===== src/rtl/mem_port_arbiter_pkg.sv =====
// Shared encodings for the unified memory port arbiter: decoder DMType codes
// and the arbiter state encoding.
package mem_port_arbiter_pkg;

  localparam logic [2:0] dm_word              = 3'b000;
  localparam logic [2:0] dm_halfword          = 3'b001;
  localparam logic [2:0] dm_halfword_unsigned = 3'b010;
  localparam logic [2:0] dm_byte              = 3'b011;
  localparam logic [2:0] dm_byte_unsigned     = 3'b100;

  typedef enum logic [1:0] {
    ARB_IDLE = 2'd0,
    ARB_IF   = 2'd1,
    ARB_DM   = 2'd2
  } arb_state_t;

endpackage


===== src/rtl/dm_lane_align.sv =====
// Byte-lane handling for data accesses: store strobes/replication, load
// extract with sign/zero extension, and misalignment detection.
module dm_lane_align
  import mem_port_arbiter_pkg::*;
(
  input  logic [2:0]  dm_type,
  input  logic [1:0]  off,
  input  logic [31:0] wdata,
  input  logic [31:0] rdata,
  output logic [3:0]  wstrb,
  output logic [31:0] wdata_lane,
  output logic [31:0] rdata_ext,
  output logic        misalign
);

  logic [7:0]  byte_sel;
  logic [15:0] half_sel;

  always_comb begin
    byte_sel = rdata[7:0];
    case (off)
      2'd1:    byte_sel = rdata[15:8];
      2'd2:    byte_sel = rdata[23:16];
      2'd3:    byte_sel = rdata[31:24];
      default: byte_sel = rdata[7:0];
    endcase
  end

  assign half_sel = off[1] ? rdata[31:16] : rdata[15:0];

  // Any code the decoder should never emit falls through to word behaviour.
  always_comb begin
    wstrb      = 4'b1111;
    wdata_lane = wdata;
    rdata_ext  = rdata;
    misalign   = (off != 2'b00);
    case (dm_type)
      dm_halfword, dm_halfword_unsigned: begin
        wstrb      = 4'b0011 << off;
        wdata_lane = {2{wdata[15:0]}};
        misalign   = off[0];
        rdata_ext  = (dm_type == dm_halfword) ? {{16{half_sel[15]}}, half_sel}
                                              : {16'h0000, half_sel};
      end
      dm_byte, dm_byte_unsigned: begin
        wstrb      = 4'b0001 << off;
        wdata_lane = {4{wdata[7:0]}};
        misalign   = 1'b0;
        rdata_ext  = (dm_type == dm_byte) ? {{24{byte_sel[7]}}, byte_sel}
                                          : {24'h000000, byte_sel};
      end
      default: ;
    endcase
  end

endmodule


===== src/rtl/mem_port_arbiter.sv =====
// Arbitrates the single instruction/data memory port between fetch and the
// load/store path, one transaction at a time, with timeout and stall.
module mem_port_arbiter
  import mem_port_arbiter_pkg::*;
#(
  parameter int ADDR_W     = 32,
  parameter int MAX_DM_RUN = 4,
  parameter int TIMEOUT    = 255
) (
  input  logic              clk,
  input  logic              rstn,
  input  logic              if_req,
  input  logic [ADDR_W-1:0] if_addr,
  output logic              if_ack,
  output logic [31:0]       if_rdata,
  input  logic              dm_req,
  input  logic              dm_we,
  input  logic [2:0]        dm_type,
  input  logic [ADDR_W-1:0] dm_addr,
  input  logic [31:0]       dm_wdata,
  output logic              dm_ack,
  output logic [31:0]       dm_rdata,
  output logic              dm_err,
  output logic              mem_valid,
  output logic              mem_we,
  output logic [ADDR_W-1:0] mem_addr,
  output logic [3:0]        mem_wstrb,
  output logic [31:0]       mem_wdata,
  input  logic              mem_ready,
  input  logic [31:0]       mem_rdata,
  output logic              stall,
  output arb_state_t        dbg_state
);

  localparam logic [ADDR_W-1:0] word_mask = ~ADDR_W'(3);
  localparam logic [3:0]        run_max   = 4'(MAX_DM_RUN);
  localparam logic [7:0]        tmo_last  = 8'(TIMEOUT - 1);

  arb_state_t  state, state_next;
  logic [3:0]  run_cnt;
  logic [7:0]  tmo_cnt;
  logic [2:0]  lat_type;
  logic [1:0]  lat_off;
  logic        in_idle, grant_if, grant_dm, tmo_hit, done;
  logic [2:0]  sel_type;
  logic [1:0]  sel_off;
  logic [3:0]  lane_wstrb;
  logic [31:0] lane_wdata, lane_rdata;
  logic        misalign;

  assign in_idle  = (state == ARB_IDLE);
  assign grant_dm = in_idle & dm_req & (~if_req | (run_cnt != run_max));
  assign grant_if = in_idle & if_req & ~grant_dm;
  assign tmo_hit  = (tmo_cnt == tmo_last);
  assign done     = ~in_idle & (mem_ready | tmo_hit);
  assign stall    = (if_req & ~if_ack) | (dm_req & ~dm_ack);
  assign dbg_state = state;

  // Live inputs steer the lanes at launch; latched ones extract the load result.
  assign sel_type = (state == ARB_DM) ? lat_type : dm_type;
  assign sel_off  = (state == ARB_DM) ? lat_off  : dm_addr[1:0];

  dm_lane_align u_lane (
    .dm_type    (sel_type),
    .off        (sel_off),
    .wdata      (dm_wdata),
    .rdata      (mem_rdata),
    .wstrb      (lane_wstrb),
    .wdata_lane (lane_wdata),
    .rdata_ext  (lane_rdata),
    .misalign   (misalign)
  );

  always_ff @(posedge clk or negedge rstn) begin
    if (!rstn) state <= ARB_IDLE;
    else       state <= state_next;
  end

  always_comb begin
    state_next = state;
    case (state)
      ARB_IDLE: begin
        if (grant_if)                  state_next = ARB_IF;
        else if (grant_dm && !misalign) state_next = ARB_DM;
      end
      ARB_IF, ARB_DM: if (done) state_next = ARB_IDLE;
      default: state_next = ARB_IDLE;
    endcase
  end

  always_ff @(posedge clk or negedge rstn) begin
    if (!rstn) begin
      run_cnt <= 4'd0;
      tmo_cnt <= 8'd0;
    end else begin
      if (!if_req || grant_if) run_cnt <= 4'd0;
      else if (grant_dm)       run_cnt <= run_cnt + 4'd1;
      tmo_cnt <= in_idle ? 8'd0 : tmo_cnt + 8'd1;
    end
  end

  always_ff @(posedge clk or negedge rstn) begin
    if (!rstn) begin
      if_ack    <= 1'b0;
      if_rdata  <= 32'h0;
      dm_ack    <= 1'b0;
      dm_rdata  <= 32'h0;
      dm_err    <= 1'b0;
      mem_valid <= 1'b0;
      mem_we    <= 1'b0;
      mem_addr  <= '0;
      mem_wstrb <= 4'b0000;
      mem_wdata <= 32'h0;
      lat_type  <= dm_word;
      lat_off   <= 2'b00;
    end else begin
      if_ack <= 1'b0;
      dm_ack <= 1'b0;
      dm_err <= 1'b0;
      if (grant_if) begin
        mem_valid <= 1'b1;
        mem_we    <= 1'b0;
        mem_addr  <= if_addr & word_mask;
        mem_wstrb <= 4'b0000;
        mem_wdata <= 32'h0;
      end else if (grant_dm) begin
        lat_type <= dm_type;
        lat_off  <= dm_addr[1:0];
        if (misalign) begin
          dm_ack   <= 1'b1;
          dm_err   <= 1'b1;
          dm_rdata <= 32'h0;
        end else begin
          mem_valid <= 1'b1;
          mem_we    <= dm_we;
          mem_addr  <= dm_addr & word_mask;
          mem_wstrb <= dm_we ? lane_wstrb : 4'b0000;
          mem_wdata <= dm_we ? lane_wdata : 32'h0;
        end
      end else if (done) begin
        mem_valid <= 1'b0;
        mem_we    <= 1'b0;
        mem_addr  <= '0;
        mem_wstrb <= 4'b0000;
        mem_wdata <= 32'h0;
        if (state == ARB_IF) begin
          if_ack   <= 1'b1;
          if_rdata <= mem_ready ? mem_rdata : 32'h0;
        end else begin
          dm_ack   <= 1'b1;
          dm_err   <= ~mem_ready;
          dm_rdata <= (mem_ready && !mem_we) ? lane_rdata : 32'h0;
        end
      end
    end
  end

endmodule

===== config.mk =====
export PLATFORM = sky130hd
export DESIGN_NAME = mem_port_arbiter
export DESIGN_NICKNAME = d
export VERILOG_FILES = /design/src/rtl/mem_port_arbiter_pkg.sv /design/src/rtl/dm_lane_align.sv /design/src/rtl/mem_port_arbiter.sv
export SDC_FILE = /design/constraint.sdc
export NUM_CORES = 1
export LEC_CHECK = 0
export ABC_AREA = 1
export CELL_PAD_IN_SITES_DETAIL_PLACEMENT = 0
export CELL_PAD_IN_SITES_GLOBAL_PLACEMENT = 2
export CORE_UTILIZATION = 27
export DETAILED_ROUTE_END_ITERATION = 6
export MAX_ROUTING_LAYER = met4
export PLACE_DENSITY_LB_ADDON = 0.2
export SLEW_MARGIN = 20
export SYNTH_ARGS = -nofsm -noshare
export SYNTH_HDL_FRONTEND = slang
export SYNTH_HIERARCHICAL = 1
export SYNTH_SLANG_ARGS = --single-unit

===== constraint.sdc =====
create_clock -name clk -period 4.7 [get_ports clk]
set_input_delay 0.47 -clock clk [delete_from_list [all_inputs] [get_ports clk]]
set_output_delay 0.47 -clock clk [all_outputs]
set_load 0.05 [all_outputs]

======== Yosys cells after proc, flatten, opt, wreduce, memory -nomap -nowiden ========
Cells that the tools add are included.
word-level totals
  flip-flop bits (word level) ............. 156
  input bits .............................. 137
  output and inout port bits .............. 140
  logic and storage cells ................. 127
operators by class
  add/subtract/negate cells ............... 2
  eq/ne operators ......................... 16
  shift operators ......................... 2
  muxes and demuxes ....................... 56
  bitwise gates (word level) .............. 17
  reductions and logical operators ........ 19
operator list
  kind                                                    count
  two-way mux 32 bit                                      16
  case mux 32 bit (2 select lines)                        2
  two-way mux 4 bit                                       7
  case mux 8 bit (3 select lines)                         1
  two-way mux 1 bit                                       20
  two-way mux 16 bit                                      1
  adder 8 x 1 -> 8 bit (second input constant)            1
  equality test 8 bit (second input constant)             1
  two-way mux 2 bit                                       4
  two-way mux 8 bit                                       1
  case mux 4 bit (2 select lines)                         1
  AND reduction 4 bit                                     2
  bitwise AND 1 bit                                       7
  inverter 1 bit                                          7
  equality test 2 bit (second input constant)             3
  equality test 3 x 2 -> 1 bit (second input constant)    2
  AND reduction 2 bit                                     3
  nonzero test 2 bit                                      3
  OR reduction 2 bit                                      3
  adder 4 x 1 -> 4 bit (second input constant)            1
  equality test 2 x 1 -> 1 bit (second input constant)    2
  inequality test 2 bit (second input constant)           2
  inequality test 4 x 3 -> 1 bit (second input constant)  1
  case mux 2 bit (2 select lines)                         1
  other kinds (15)                                        20

======== Depth between registers and ports, before layout ========
Gate-level depths: netlist (run 1).
  depth after elaboration ................. 10
  mapped depth ............................ 18
  mapped depth without buffers ............ 15

======== By module ========
The synthesis (run 1) kept the hierarchy.
modules (own cells, without submodules)
  module            times used  cells an instance  area each (um2)  seq. area each (um2)
  mem_port_arbiter  1           899                7076.8           3853.7
  dm_lane_align     1           320                1515.2           0.0

======== Least setup slack after synthesis (run 1) ========
OpenSTA, ideal clock, no wires.
  kind .................................... reg-to-reg
  from .................................... reg state[0], in the netlist dbg_state[0]
  to ...................................... reg mem_wstrb[0]
  library setup time ...................... 119 ps
  arrival ................................. 3029 ps
  path slack .............................. 1552 ps
  cell stages (with the launch flop) ...... 16
  path buffers ............................ 3
  clock period less this slack ............ 3148 ps
  path through ............................ dfrtp_1 inv_1 ha_1 clkbuf_1 o21ai_0 nand3_1 nand2_2 buf_4 nand2_1 a21oi_1 inv_1 nand3_1 nor2_4 buf_2 nand2_1 nand2_1
between the ends
  elaborated cells between the ends (all ways) .. 29
RTL lines
  item                                         line                     RTL
  start, declared                              mem_port_arbiter.sv:39   arb_state_t state, state_next;
  start signal, assigned                       mem_port_arbiter.sv:76   else state <= state_next;
  equality test 2 bit *                        mem_port_arbiter.sv:60   assign sel_type = (state == ARB_DM) ? lat_type : dm_type;
  two-way mux 3 bit *                          mem_port_arbiter.sv:60
  net sel_type[0]                              mem_port_arbiter.sv:45   logic [2:0] sel_type;
  equality test 3 bit (tied with other cells)  dm_lane_align.sv:37      case (dm_type)
  OR reduction 2 bit                           dm_lane_align.sv:37
  case mux 1 bit (2 select lines) *            dm_lane_align.sv:37
  net misalign                                 mem_port_arbiter.sv:49   logic misalign;
  inequality test 3 bit (no source line) *     --
  AND reduction 2 bit (no source line) *       --
  end signal, assigned                         mem_port_arbiter.sv:137  mem_wstrb <= dm_we ? lane_wstrb : 4'b0000;
  end, declared                                mem_port_arbiter.sv:27   output logic [3:0] mem_wstrb,
Mark *: on every way through the listed nets, which the timed path passes. The rest lies on a longest branch. The select of a mux whose other input is x is not followed.
A chain may end at the register's enable or synchronous reset.

======== Worst setup path in the final report (run 1) ========
  from .................................... reg state[0], in the netlist dbg_state[0]
  to ...................................... reg mem_wstrb[2]
Same word-level chain as after synthesis.

==> results of run 1 <==
## how the worst max path moves through the flow
stage | start | to | slack, ns
floorplan | dbg_state[0]$_DFFE_PN0P_ | mem_wstrb[0]$_DFFE_PN0P_ | 1.55
global placement | dm_type[1] | mem_wdata[19]$_DFFE_PN0P_ | 1.08
detailed placement | dm_type[1] | mem_wstrb[2]$_DFFE_PN0P_ | 0.97
CTS | dbg_state[0]$_DFFE_PN0P_ | mem_wdata[12]$_DFFE_PN0P_ | 1.00
global route | dbg_state[0]$_DFFE_PN0P_ | mem_wdata[21]$_DFFE_PN0P_ | 0.58
finish | dbg_state[0]$_DFFE_PN0P_ | mem_wstrb[2]$_DFFE_PN0P_ | 1.04
## cell usage in the layout (no fill, tap or decap), drive strengths merged
cell type,count
inv,49
a21oi,9
dfrtp,154
clkbuf,19
o22ai,1
buf,14
nand3,182
o21ai,50
ha,8
nor2,49
nand2,620
conb,2
nor3,3
clkinv,6
clkinvlp,4
a31oi,1
and3,1
clkdlybuf4s50,271
nand4,8
## routing by layer
| metal | up-vias | wire [um] | GRT usage (%) |
|---|---|---|---|
| li1 | 4266 | - | - |
| met1 | 3945 | 14500 | 25.6 |
| met2 | 202 | 14800 | 32.5 |
| met3 | 16 | 1200 | 3.44 |
| met4 | 0 | 303 | 4.34 |
| met5 | - | 0 | - |
## sequential cells by signal, indices dropped and copies added, names as in the netlist
register   count
tmo_cnt        8
if_rdata      32
lat_off        2
dm_ack         1
dm_err         1
mem_valid      1
mem_addr      30
mem_wstrb      4
run_cnt        4
mem_we         1
dm_rdata      32
mem_wdata     32
if_ack         1
lat_type       3
dbg_state      2
## power breakdown
part	total, mW	internal, mW	switching (mW)	leakage, nW
registers	2.00	1.76	0.239	2.06
logic	4.79	1.42	3.37	3.64
clock network	1.26	0.668	0.592	0.241
## metrics by stage
| stage | total power, mW | setup WS (ns) |
|---|---|---|
| 2_1_floorplan | 5.36 | 1.55 |
| 3_3_place_gp | 6.88 | 1.08 |
| 3_5_place_dp | 6.90 | 0.968 |
| 4_1_cts | 8.20 | 1.00 |
| 5_1_grt | 8.63 | 0.581 |
| 6_report | 8.05 | 1.04 |
## cells by family (layout without fill, tap and decap cells)
logic type               Yosys count  count (layout)  synth area share (%)
flip-flops                       154             154                  44.9
adder cells (fa/ha/maj)            8               8                  1.17
buffers and inverters            132             363                  8.23
other                              1               2                0.0436
AO/OA/AOI/OAI                     61              61                  3.80
AND/OR/NAND/NOR                  863             863                  41.9
## worst max-delay path: cells and delay by family, from the launching register on
kind	cells	cell delay, ns
DFF	1	0.42
adders and majority gates	1	0.34
buffers and inverters	4	0.90
and+or+nand+nor	6	0.86
AOI/OAI and AO/OA	2	0.99
## layout make-up
cell class	count	area [sq um]	share of cell area (%)
Clock buffer	19	433	3.63
Tap cell	396	495	4.15
Multi-Input combinational cell	934	4050	33.9
Clock inverter	11	76.3	0.639
Timing Repair Buffer	285	2850	23.8
Inverter	48	188	1.57
Sequential cell	154	3850	32.3
==> impl_metrics.yaml, run 1 <==
critical_path:
  r2r-start: "dbg_state[0]$_DFFE_PN0P_"
  reg2reg_depth: 13
  endpoint_kind: "flip-flop"
  slowest_stage: "o21ai_0"
  setup.worst_path.start_class: "flip-flop"
  reg2reg_slack_ns: 1.04
  required_ns: 5.07
  path_class: "reg2reg"
  critical_path_arrival_ns: 4.03
  cp_max_fo: 68
  reg2reg_to: "mem_wstrb[2]$_DFFE_PN0P_"
  max_stage_delay_ns: 0.65
  path_cells: "inv_1, ha_1, o21ai_0, inv_1, nand3_4, nand2_4, a21oi_1, nand2_4, buf_4, nand2_2, buf_12, nand2_1, nand2_1"
clock_network:
  clk_latency_ns: 0.43
  post_cts_resized: 0
  cts_buffer_depth: 2
  cts.sinks: 154
  cts_buffers: 17
  ctsHtreeMaxLevel: 4
  clk_pin_slew_worst_paths_ns: 0.07
  postCtsHoldBufs: 0
  post_cts_buffers: 0
  cts_tree: "done"
  clockRootBuffer: "clkbuf_16"
yosys:
  seq_area_frac_synth_pct: 44.9
  syn-instance-count: 1219
  async_flop_share_pct: 100
  synth.distinct_cells: 33
  synth_most_common_cell: "nand2_1"
  netlist_area_sq_um: 8590
  yosysWarnings: 6
  synth.top_cell.area_share_pct: 44.9
  synth_top_area_cell: "dfrtp_1"
  synth-main-ff-cell: "dfrtp_1"
  synth.area.top_cells: "dfrtp_1, nand2_1, nand3_1"
  ys_ff_latch: 154
  synth_area_per_cell_sq_um: 7.05
  synth_common_cells: "nand2_1, nand3_1, dfrtp_1"
  synth_edf_count: 0
global_routing:
  grt_max_degree: 91
  grt_usage_pct: 19.9
  antenna_found_initial: 0
  grt_pass1_vias: 8271
  grt_pass1_wl_mm: 48.8
  grt-ovfl-total: 0
pwr:
  peakVddDrop_v: 0.000280
  p_per_area_nw_per_um2: 675
  power_leakage_nw: 5.94
detailed_routing:
  dr.pass1.iters: 5
  remaining_drc_errors: 0
  vias: 8429
  avgViaCountPerCell: 4.56
  ant_nets: 0
  wl_mm: 30.8
  wl_per_cell_um: 16.7
  dr.first_iter.drc_count: 379
place:
  hpwl_mm: 20.8
  port_buffers: 272
  placed_area_sq_um: 11400
  dp_cells: 1817
  globalplace.congestion: 0.756
layout:
  instances_no_fill: 1847
  finalInstanceArea_sq_um: 11900
  drive_gt1_share_pct: 5.24
  final_util_pct: 38.6
  insertedDiodeCount: 0
  n_fill_cell: 3347
  nets: 1585
  area_growth_pct: 38.9
min_path:
  min_path_type: "in2async"
run:
  maxCapViolCount: 0
sta:
  timing.fmax_ghz: 0.273
  post-route-min-period_ns: 3.66
  setup_viol: 0
  post-route-period-util_pct: 77.9
  timing.hold.ws_ns: 0.0207
  rsz0062_at_grt: "false"
  finClkSkew_ns: 0.00916
  slew_headroom_pct: 42.0
  report.final.slew_viol_count: 0
  hold_violations: 0
  worstMarginPinSlew_ns: 0.868
  setup_tns_ns: 0
floorplan:
  dieArea_sq_um: 32500
  die_h_um: 180
  design.portCount: 277
  fp.coreArea_sq_um: 30900
  start_util_pct: 27.8
  rows: 64
  dieWidth_um: 180
outcome:
  status: "finished, final reports clean"
Power figures use the tool's default switching activity.
==> run 2, diff against run 1 <==
--- a/config.mk
+++ b/config.mk
@@ -8,7 +8,7 @@
 export ABC_AREA = 1
 export CELL_PAD_IN_SITES_DETAIL_PLACEMENT = 0
 export CELL_PAD_IN_SITES_GLOBAL_PLACEMENT = 2
-export CORE_UTILIZATION = 27
+export CORE_UTILIZATION = 23
 export DETAILED_ROUTE_END_ITERATION = 6
 export MAX_ROUTING_LAYER = met4
 export PLACE_DENSITY_LB_ADDON = 0.2
==> constraint.sdc (replaced) <==
create_clock -name clk -period 3.27 [get_ports clk]
set_input_delay 0.327 -clock clk [delete_from_list [all_inputs] [get_ports clk]]
set_output_delay 0.327 -clock clk [all_outputs]
set_load 0.05 [all_outputs]
==> run 2 against run 1 <==
Effect of this change:
- maximum frequency grew 26%
- final cell count grew 4.9%
- first-iteration DRC count grew 7.9%
- via count grew 1.8%
- utilization shrank 5.2 points
- critical path depth is the same
- wire length grew 7.5%
==> impl_metrics.yaml, run 2 (synthesis gave the netlist of run 1 again) <==
clock_network:
  cts_tree: "done"
  cts.sinks: 154
  cts_buffer_depth: 2
  clockRootBuffer: "clkbuf_16"
  ctsHtreeMaxLevel: 4
  clk_pin_slew_worst_paths_ns: 0.07
  cts_buffers: 17
  clk_latency_ns: 0.43
detailed_routing:
  wl_mm: 33.1
  dr.pass1.iters: 4
  remaining_drc_errors: 0
  ant_nets: 0
  wl_per_cell_um: 17.1
  avgViaCountPerCell: 4.43
  dr.first_iter.drc_count: 409
  vias: 8583
floorplan:
  dieWidth_um: 195
  dieArea_sq_um: 38100
  rows: 70
  die_h_um: 195
  fp.coreArea_sq_um: 36700
  design.portCount: 277
  start_util_pct: 23.4
critical_path:
  reg2reg_depth: 13
  reg2reg_to: "mem_wdata[9]$_DFFE_PN0P_"
  cp_max_fo: 19
  reg2reg_slack_ns: 0.35
  critical_path_arrival_ns: 3.24
  endpoint_kind: "flip-flop"
  path_class: "reg2reg"
  required_ns: 3.60
  setup.worst_path.start_class: "flip-flop"
  r2r-start: "dbg_state[0]$_DFFE_PN0P_"
sta:
  setup_tns_ns: 0
  finClkSkew_ns: 0.0110
  timing.fmax_ghz: 0.343
  rsz0062_at_grt: "false"
  worstMarginPinSlew_ns: 0.723
  hold_violations: 0
  slew_headroom_pct: 51.8
  setup_viol: 0
  post-route-period-util_pct: 89.2
  post-route-min-period_ns: 2.92
  report.final.slew_viol_count: 0
layout:
  finalInstanceArea_sq_um: 12300
  drive_gt1_share_pct: 6.33
  n_fill_cell: 3995
  final_common_cell: "nand2_1"
  instances_no_fill: 1938
  area_growth_pct: 42.7
  insertedDiodeCount: 0
  nets: 1602
  top_regs: "dm_rdata x32, if_rdata x32, mem_wdata x32"
  layout_common_cells: "nand2_1, clkdlybuf4s50_1, nand3_1, dfrtp_1, o21ai_0"
global_routing:
  grt_max_degree: 70
  grt-ovfl-total: 0
  grt_pass1_vias: 8544
  antenna_found_initial: 0
  grt_usage_pct: 18.2
  grt_pass1_wl_mm: 51.4
pwr:
  power_leakage_nw: 6.07
  p_per_area_nw_per_um2: 983
  intPower_mw: 5.90
  p_switching_mw: 6.15
  p_clk_share_pct: 16.8
  peakVddDrop_v: 0.000394
  comb_power_share_pct: 59.3
  swShare_pct: 51.1
  pwr-share-seq_pct: 23.9
run:
  maxCapViolCount: 0
place:
  placed_area_sq_um: 11600
  dp_cells: 1903
  globalplace.congestion: 0.788
  hpwl_mm: 22.8
  port_buffers: 272
min_path:
  min_path_type: "reg2reg"
  hold_start: "mem_valid$_DFFE_PN0P_"
  hold_depth: 2
  min_to: "mem_valid$_DFFE_PN0P_"
outcome:
  status: "finished, final reports clean"
-- run 2: cell types whose count changed in the layout (fill, tap and decap cells not counted), moves of 2 or more --
cell	change
clkbuf_1	+2
bufinv_16	+2
clkinvlp_4	-4
buf_12	+2
buf_4	+13
clkbuf_8	+4
-- run 2: power by group through the flow --
| stage | logic (mW) | registers [mW] | clock network (mW) |
|---|---|---|---|
| after floorplan | 2.82 | 4.88 | 0 |
| after global placement | 7.24 | 2.90 | 0 |
| after detailed placement | 7.25 | 2.91 | 0 |
| after CTS | 7.27 | 2.88 | 2.11 |
| after global routing | 7.80 | 2.96 | 2.18 |
| final | 7.15 | 2.88 | 2.03 |
-- run 2: how the worst max path moves through the flow --
stage / start / end / depth (start not counted)
after global routing: dbg_state[0]$_DFFE_PN0P_ / mem_wstrb[0]$_DFFE_PN0P_ / 13
after global placement: dbg_state[0]$_DFFE_PN0P_ / mem_wdata[8]$_DFFE_PN0P_ / 12
after CTS: dbg_state[0]$_DFFE_PN0P_ / mem_wdata[9]$_DFFE_PN0P_ / 12
after floorplan: dbg_state[0]$_DFFE_PN0P_ / mem_wstrb[0]$_DFFE_PN0P_ / 15
final: dbg_state[0]$_DFFE_PN0P_ / mem_wdata[9]$_DFFE_PN0P_ / 13
after detailed placement: dbg_state[0]$_DFFE_PN0P_ / mem_wdata[9]$_DFFE_PN0P_ / 12
-- run 2: cell type report --
| type | instances | area (sq um) | area share, % |
|---|---|---|---|
| sequential | 154 | 3850 | 31.4 |
| clock inverter | 7 | 88.8 | 0.724 |
| multi-input combinational | 935 | 4060 | 33.1 |
| timing repair buffer | 301 | 2990 | 24.4 |
| inverter | 48 | 188 | 1.53 |
| clock buffer | 25 | 495 | 4.04 |
| tap | 468 | 586 | 4.77 |
-- run 2: metrics by stage --
step           power, mW  hold WS, ns  setup WS, ns  utilization [%]
3_5_place_dp        10.2        0.415         0.129             31.7
4_1_cts             12.3        0.468        0.0987             33.3
6_report            12.1        0.466         0.355             33.4
5_1_grt             12.9        0.481         0.105             33.4
3_3_place_gp        10.1        0.416         0.238             31.7
2_1_floorplan       7.70       0.0314         0.122                -
-- run 2: what timing repair did --
item                       CTS  global route
setup buffers                0             1
hold buffers                 1             0
hold endpoints to repair    67             0
gates resized for setup      0             2
setup endpoints to repair    0            48
-- run 2: worst max-delay path: stages, from the launching register on --
cell,delay [ns]
dfrtp_1,0.37
inv_1,0.08
ha_2,0.34
o21ai_0,0.18
buf_4,0.18
o21ai_4,0.32
nand2_4,0.07
a21oi_1,0.45
inv_1,0.10
nand3_1,0.31
nor2_4,0.08
buf_12,0.17
nand2_1,0.08
nand2_1,0.06
-- run 2: metal layers --
metal	vias to the layer above	track usage [%]	share of wire, %
li1	4310	-	-
met5	-	-	0
met1	4089	23.1	45
met3	13	3.32	3.6
met4	0	4.49	1.3
met2	171	30.0	50
==> run 3, diff against run 2 <==
--- a/config.mk
+++ b/config.mk
@@ -9,6 +9,7 @@
 export CELL_PAD_IN_SITES_DETAIL_PLACEMENT = 0
 export CELL_PAD_IN_SITES_GLOBAL_PLACEMENT = 2
 export CORE_UTILIZATION = 23
+export CTS_CLUSTER_DIAMETER = 50
 export DETAILED_ROUTE_END_ITERATION = 6
 export MAX_ROUTING_LAYER = met4
 export PLACE_DENSITY_LB_ADDON = 0.2
==> results of run 3 <==
The final DEF is identical to that of run 2; final timing and power are the same.
